[src/rtl/cpu_pkg.sv]
// Shared ID/EXE definitions: default widths, the zero-register index
// and the packed-vector slice helper.
package cpu_pkg;

    localparam int DW_DEF = 32;
    localparam int AW_DEF = 5;
    localparam int unsigned REG_ZERO = 0;

    // Low bit of element idx in a vector packed as elements of w bits.
    function automatic int slice_lo(input int idx, input int w);
        return idx * w;
    endfunction

endpackage

[src/rtl/fwd_regfile_sel.sv]
// One read port's source select: zero, forwarding stage, same-cycle
// write-back or stored value, plus the load-use hazard for the port.
module fwd_sel
    import cpu_pkg::*;
#(
    parameter int DW = DW_DEF,
    parameter int AW = AW_DEF,
    parameter int NFWD = 2,
    localparam int NF = (NFWD > 0) ? NFWD : 1
) (
    input  logic             en,
    input  logic [AW-1:0]    addr,
    input  logic [DW-1:0]    arr_data,
    input  logic             wb_wreg,
    input  logic [AW-1:0]    wb_wd,
    input  logic [DW-1:0]    wb_wdata,
    input  logic [NF-1:0]    fwd_wreg,
    input  logic [NF*AW-1:0] fwd_wd,
    input  logic [NF*DW-1:0] fwd_wdata,
    input  logic [NF-1:0]    fwd_pend,
    output logic [DW-1:0]    data,
    output logic             hazard
);

    logic          hit;
    logic          hit_pend;
    logic [DW-1:0] hit_data;

    // Scan oldest to youngest so the youngest matching stage wins.
    always_comb begin
        hit      = 1'b0;
        hit_pend = 1'b0;
        hit_data = '0;
        for (int k = NFWD - 1; k >= 0; k--) begin
            if (fwd_wreg[k] &&
                fwd_wd[slice_lo(k, AW) +: AW] == addr) begin
                hit      = 1'b1;
                hit_pend = fwd_pend[k];
                hit_data = fwd_wdata[slice_lo(k, DW) +: DW];
            end
        end
    end

    always_comb begin
        data   = '0;
        hazard = 1'b0;
        if (en && addr != AW'(REG_ZERO)) begin
            if (hit) begin
                hazard = hit_pend;
                data   = hit_pend ? '0 : hit_data;
            end else if (wb_wreg && wb_wd == addr) begin
                data = wb_wdata;
            end else begin
                data = arr_data;
            end
        end
    end

endmodule

[src/rtl/fwd_regfile.sv]
// ID-stage register file with write-back bypass, multi-stage
// forwarding, load-use stall request and a saturating stall counter.
module fwd_regfile
    import cpu_pkg::*;
#(
    parameter int DW = DW_DEF,
    parameter int AW = AW_DEF,
    parameter int NRD = 2,
    parameter int NFWD = 2,
    parameter int CW = 32,
    localparam int NF = (NFWD > 0) ? NFWD : 1
) (
    input  logic              clk,
    input  logic              resetn,
    input  logic [NRD-1:0]    rd_en,
    input  logic [NRD*AW-1:0] rd_addr,
    output logic [NRD*DW-1:0] rd_data,
    input  logic              wb_wreg,
    input  logic [AW-1:0]     wb_wd,
    input  logic [DW-1:0]     wb_wdata,
    input  logic [NF-1:0]     fwd_wreg,
    input  logic [NF*AW-1:0]  fwd_wd,
    input  logic [NF*DW-1:0]  fwd_wdata,
    input  logic [NF-1:0]     fwd_pend,
    output logic              stall_req,
    output logic [CW-1:0]     stall_cnt,
    input  logic              stall_clr
);

    localparam int DEPTH = 2 ** AW;

    if (NRD < 1 || NFWD < 0) begin : g_bad_param
        $error("fwd_regfile: NRD must be >= 1 and NFWD >= 0");
    end

    logic [DW-1:0]  mem_q [DEPTH];
    logic [DW-1:0]  mem_d [DEPTH];
    logic [CW-1:0]  cnt_q;
    logic [CW-1:0]  cnt_d;
    logic [NRD-1:0] haz;

    always_comb begin
        mem_d = mem_q;
        if (wb_wreg && wb_wd != AW'(REG_ZERO)) begin
            mem_d[wb_wd] = wb_wdata;
        end
        mem_d[0] = '0;
    end

    always_comb begin
        cnt_d = cnt_q;
        if (stall_clr) begin
            cnt_d = '0;
        end else if (stall_req && cnt_q != '1) begin
            cnt_d = cnt_q + 1'b1;
        end
    end

    always_ff @(posedge clk or negedge resetn) begin
        if (!resetn) begin
            for (int j = 0; j < DEPTH; j++) begin
                mem_q[j] <= '0;
            end
            cnt_q <= '0;
        end else begin
            mem_q <= mem_d;
            cnt_q <= cnt_d;
        end
    end

    for (genvar i = 0; i < NRD; i++) begin : g_port
        fwd_sel #(
            .DW   (DW),
            .AW   (AW),
            .NFWD (NFWD)
        ) u_sel (
            .en        (rd_en[i]),
            .addr      (rd_addr[slice_lo(i, AW) +: AW]),
            .arr_data  (mem_q[rd_addr[slice_lo(i, AW) +: AW]]),
            .wb_wreg   (wb_wreg),
            .wb_wd     (wb_wd),
            .wb_wdata  (wb_wdata),
            .fwd_wreg  (fwd_wreg),
            .fwd_wd    (fwd_wd),
            .fwd_wdata (fwd_wdata),
            .fwd_pend  (fwd_pend),
            .data      (rd_data[slice_lo(i, DW) +: DW]),
            .hazard    (haz[i])
        );
    end

    assign stall_req = (NFWD == 0) ? 1'b0 : |haz;
    assign stall_cnt = cnt_q;

endmodule

[config.mk]
export PLATFORM = sky130hd
export DESIGN_NAME = fwd_regfile
export DESIGN_NICKNAME = d
export VERILOG_FILES = /design/src/rtl/cpu_pkg.sv /design/src/rtl/fwd_regfile_sel.sv /design/src/rtl/fwd_regfile.sv
export SDC_FILE = /design/constraint.sdc
export NUM_CORES = 2
export LEC_CHECK = 0
export BUFFER_PORTS_ARGS = -buffer_cell sky130_fd_sc_hd__buf_4
export CAP_MARGIN = 20
export CORE_ASPECT_RATIO = 0.7
export CORE_MARGIN = 1.5
export CORE_UTILIZATION = 70
export CTS_BUF_LIST = sky130_fd_sc_hd__clkbuf_8
export DETAILED_ROUTE_END_ITERATION = 10
export MAX_ROUTING_LAYER = met4
export PLACE_DENSITY = 0.9
export SYNTH_ARGS = -nofsm -noshare
export SYNTH_HDL_FRONTEND = slang
export SYNTH_SLANG_ARGS = --single-unit
[constraint.sdc]
create_clock -name clk -period 5.37 [get_ports clk]
set_input_delay 0.537 -clock clk [delete_from_list [all_inputs] [get_ports clk]]
set_output_delay 0.537 -clock clk [all_outputs]
set_load 0.01 [all_outputs]
=== Word-level counts from Yosys, hierarchy flattened ===
Cells that the tools add are included.

* Register bits after elaboration: 1024
* Input port bits: 131
* Output and inout port bits: 97

* $add $sub $neg: 1
* $lt $le $gt $ge: 4
* Eq/ne operators: 7
* Multiplexer cells: 35
* Bitwise gates (word level): 3
* Reductions and logical operators: 16

{| class="wikitable"
|+ Operators with widths
! cell !! number
|-
| 1024-bit bitwise mux || 1
|-
| 32-bit two-way mux || 19
|-
| 32-bit binary-select mux with 5-bit select || 2
|-
| 32-bit demux with 5-bit select || 1
|-
| 32-bit by 1-bit adder with 32-bit output (second input constant) || 1
|-
| 32-bit != test (second input constant) || 1
|-
| 5-bit == test || 6
|-
| 6-bit greater-or-equal comparator (second input constant) || 3
|-
| 5-bit inverter with 6-bit output || 3
|-
| 5-bit nonzero test || 3
|-
| 1-bit two-way mux || 12
|-
| 1-bit logical AND || 11
|-
| 6-bit by 1-bit < comparator with 1-bit output (second input constant) || 1
|-
| 2-bit nonzero test || 1
|-
| 2-bit OR reduction || 1
|}

=== Logic depth before layout (Yosys ltp) ===
* Depth after elaboration: 10
* Mapped depth: 11
* Mapped depth without buffers: 8

=== Hierarchy ===
Synthesis repeated with hierarchy kept, for this count alone.

* Cells, all modules: 4275
* Area, all modules: 57835.5 µm²

{| class="wikitable"
|+ By module, submodules not included
! module !! instances !! cells each !! area each (µm²) !! seq. area each (µm²)
|-
| fwd_regfile || 1 || 3923 || 55035.3 || 25624.6
|-
| fwd_sel || 2 || 176 || 1400.1 || 0.0
|}

=== Least setup slack after synthesis ===
Ideal clock, no wire load.

* Path kind: input -> output
* Start: input rd_addr[6]
* End: output rd_data[38]
* Arrival: 2595 ps
* Setup slack: 2238 ps
* Stages on the path: 8
* Path through: buf_2 > buf_2 > buf_2 > buf_1 > mux4_2 > mux4_2 > o21ai_0 > o221ai_1

* Cells in the longest elaborated chain, start to end: 7

{| class="wikitable"
|+ Ends and longest elaborated chain
! item !! line !! RTL
|-
| from (decl) || fwd_regfile.sv:16 || <nowiki>input logic [NRD*AW-1:0] rd_addr,</nowiki>
|-
| 5-bit inverter with 6-bit output (not written as such) or 5-bit == test (tied branches) || fwd_regfile.sv:79, fwd_regfile_sel.sv:36 ||
|-
| 32-bit binary-select mux with 5-bit select or 1-bit logical AND (tied branches) || fwd_regfile.sv:79, fwd_regfile_sel.sv:35 ||
|-
| 32-bit two-way mux (not written as such), or another cell as far along (2 in series) || fwd_regfile.sv:79 || <nowiki>.arr_data (mem_q[rd_addr[slice_lo(i, AW) +: AW]]),</nowiki>
|-
| 32-bit two-way mux, on equally long branches || fwd_regfile_sel.sv:51, fwd_regfile_sel.sv:50 ||
|-
| 32-bit two-way mux || fwd_regfile_sel.sv:48 || <nowiki>if (hit) begin</nowiki>
|-
| 32-bit two-way mux (*) || fwd_regfile_sel.sv:47 || <nowiki>if (en && addr != AW'(REG_ZERO)) begin</nowiki>
|-
| to (decl) || fwd_regfile.sv:17 || <nowiki>output logic [NRD*DW-1:0] rd_data,</nowiki>
|}

Mark *: on every way between the ends. The rest lies on a longest branch, timed or not. The select of a mux whose other input is x is not followed.

=== Worst setup path in the final report ===
* Start: input rd_addr[5]
* End: output rd_data[45]

The elaborated chain is that of the path after synthesis.

==> run summary <==
outcome = finished with violations
failing checks = design-rule violations
cell family with most CP delay = simple AND/OR/NAND/NOR gates
TritonCTS clock tree = built
Worst Path Buf+Inv = 3
Post-Route Skew = 0.0230 ns
setup TNS = 0 ns
Leak Pwr = 0.0274 uW
core area = 0.0803 sq mm
worst setup path class = in -> out
Worst Hold Class = in -> reg
IO Count = 228
Post-Synthesis Net Count = 4,449
register area share after synthesis = 45.2%
RD Place Congestion = 0.935
final net count = 4,496
CTS Sinks = 1,024
final setup fails = 0
RSZ-0062 raised after global routing = false
VDD IR-drop max = 0.283 mV
fill count = 4,400
share of post-route cells with drive strength above 1 = 44.7%
largest net degree at the start of global routing = 158
row count = 87
antenna violations before repair = 9
WP data arrival = 3.92 ns
Crit-path slowest cell = and3_2
Routed Antenna Nets = 0
register area = 0.0256 sq mm
grt total ovfl = 0
Mean Syn Cell Area = 13.1 sq um
max-cap check violation count = 0
die width = 343 um
total CTS buffers = 153
vias in the first global route = 44,155
detailed placer's ending HPWL = 109 mm
multi-input logic area = 0.0294 sq mm
ys async rst share = 100%
# port buffers = 227
CP peak stage delay = 0.56 ns
Yosys reg bits = 1,024
Initial DRC Count = 6,135
die area = 0.0827 sq mm
Max Fanout on Critical Path = 51
vias = 43,387
ys flop type = dfrtp_1
placed cells = 5,271
power density over cell area = 348 mW/mm^2
routed length per instance = 33.2 um
Worst EP required = 4.83 ns
fin. max-slew vios = 0
post-synthesis cell count = 4,317
TritonRoute pass-1 iters = 11
Final period util = 83.0%
Syn Std Cell Area = 0.0567 sq mm
commonest cells after routing, fill and taps aside = 1,073 x mux2_2, 1,024 x dfrtp_1, 321 x mux2i_1, 317 x buf_4, 305 x mux4_2
Max Freq = 0.224 GHz
EDFF count, synth = 0
Post-Layout Cell Count = 5,557
post-CTS setup repair buffer count = 0
CP Capture Type = primary output
Remaining DRCs = 14
WL final = 185 mm
DR vias/cell = 7.81
CP most frequent cell = buf_4
Tmin final = 4.46 ns
Slew headroom = 16.9%
post-synthesis cell type count = 54
CTS H-tree lvls = 4
worst skew pair latency = 0.83 ns
CP cell instances = buf_8, xor2_1, nor4_1, and3_2, mux2i_1, nand2b_2, buf_4, a2bb2oi_1, o21ai_0, buf_4
CTS root buffer = clkbuf_8
Worst Setup Start Kind = primary input
P&R area growth vs syn = 10.4%
Final Hold Viols = 0
GRT Total Usage = 46.7%
Initial Util = 70.5%
Worst-path clk slew = 0.06 ns
Least-Margin Pin Slew = 1.24 ns
maximum root-to-sink buffer count = 3
Die H = 241 um
Synth Warn # = 0
first-pass GRT wire length = 276 mm
commonest non-fill, non-tap cell in the layout = mux2_2
[metal layers]
| metal | global-route usage, % | up-vias | share of wire, % |
|---|---|---|---|
| li1 | - | 16862 | - |
| met1 | 57.7 | 21695 | 34 |
| met2 | 63.0 | 3707 | 42 |
| met3 | 19.3 | 1123 | 16 |
| met4 | 30.6 | 0 | 7.5 |
| met5 | - | - | 0 |
[final timing paths]
check                              from            end  slack [ns]  cells after the start
min                           stall_clr  stall_cnt[28]        0.13                      2
min reg2reg                  mem_q[809]     mem_q[809]        0.52                      1
max in group asynchronous        resetn     mem_q[955]        3.48                      3
max reg2reg                stall_cnt[6]   stall_cnt[5]        2.54                      8
max                          rd_addr[5]    rd_data[45]        0.91                     10
min in group asynchronous        resetn  stall_cnt[12]        0.31                      2
[sequential cells by signal, indices dropped and copies added, names as in the netlist]
| signal | flops |
|---|---|
| stall_cnt | 32 |
| mem_q | 992 |
[layout make-up]
class / instances / share of cell area, %
antenna: 13 / 0.0520
multi-input combinational: 2825 / 47.0
sequential: 1024 / 41.0
tap: 1068 / 2.14
timing repair buffer: 352 / 4.92
clock buffer: 193 / 4.24
clock inverter: 74 / 0.650
inverter: 8 / 0.0480
[power breakdown]
group / internal (uW) / leakage [uW] / switching (uW) / total [uW]
registers: 9180 / 0.0131 / 1190 / 10400
logic: 2680 / 0.0125 / 2170 / 4850
clock network: 3370 / 0.00177 / 3170 / 6530
total: 15200 / 0.0274 / 6530 / 21800
[cell families (layout without fill, tap and decap cells)]
logic type	Yosys count	in the layout	synth area share (%)
buffers and inverters	468	627	3.34
xor gates and xnor gates	31	31	0.479
and+or+nand+nor	293	293	2.53
other	0	13	0
DFF	1024	1024	45.2
adders and majority gates	1	1	0.0221
muxes	1699	1699	39.1
AOI/OAI and AO/OA	801	801	9.31
[cells in the mapped netlist, types with 11 or more instances]
library cell     n  share of area (%)
buf_1           79               0.52
nand4_1         11               0.12
mux4_2         305                 12
mux2i_1        321                5.7
nand3_1         20               0.18
nand2_1         62               0.41
xnor2_1         12               0.19
a221oi_1        15               0.23
clkbuf_1       297                2.0
nor2_1          92               0.61
a22oi_1         64               0.85
buf_2           74               0.65
o221ai_1       165                2.5
or3_1           21               0.23
o31ai_1         36               0.48
mux2_2        1073                 21
nor3_1          25               0.22
and3_1          14               0.15
xor2_1          19               0.29
a21oi_1        221                2.0
o21ai_0        125                1.1
a22o_1          15               0.23
o32ai_1         18               0.28
o22ai_1        125                1.4
dfrtp_1       1024                 45
[stage by stage]
stage | setup WS, ns | util (%) | total power (uW) | cell area (sq um) | hold slack [ns]
floorplan | 2.24 | - | 13500 | 56700 | 0.241
global placement | 1.33 | 73.7 | 14700 | 59200 | 0.499
detailed placement | 1.22 | 73.9 | 15100 | 59300 | 0.509
CTS | 1.22 | 77.7 | 21600 | 62400 | 0.0983
global route | 0.953 | 77.9 | 22500 | 62600 | 0.122
finish | 0.912 | 77.9 | 21800 | 62600 | 0.134
[timing repair]
item	4_1_cts	5_1_grt
hold buffers	1	0
resized for setup	0	0
hold endpoints to repair	89	0
Note: power is estimated with default switching activity, not from simulation.
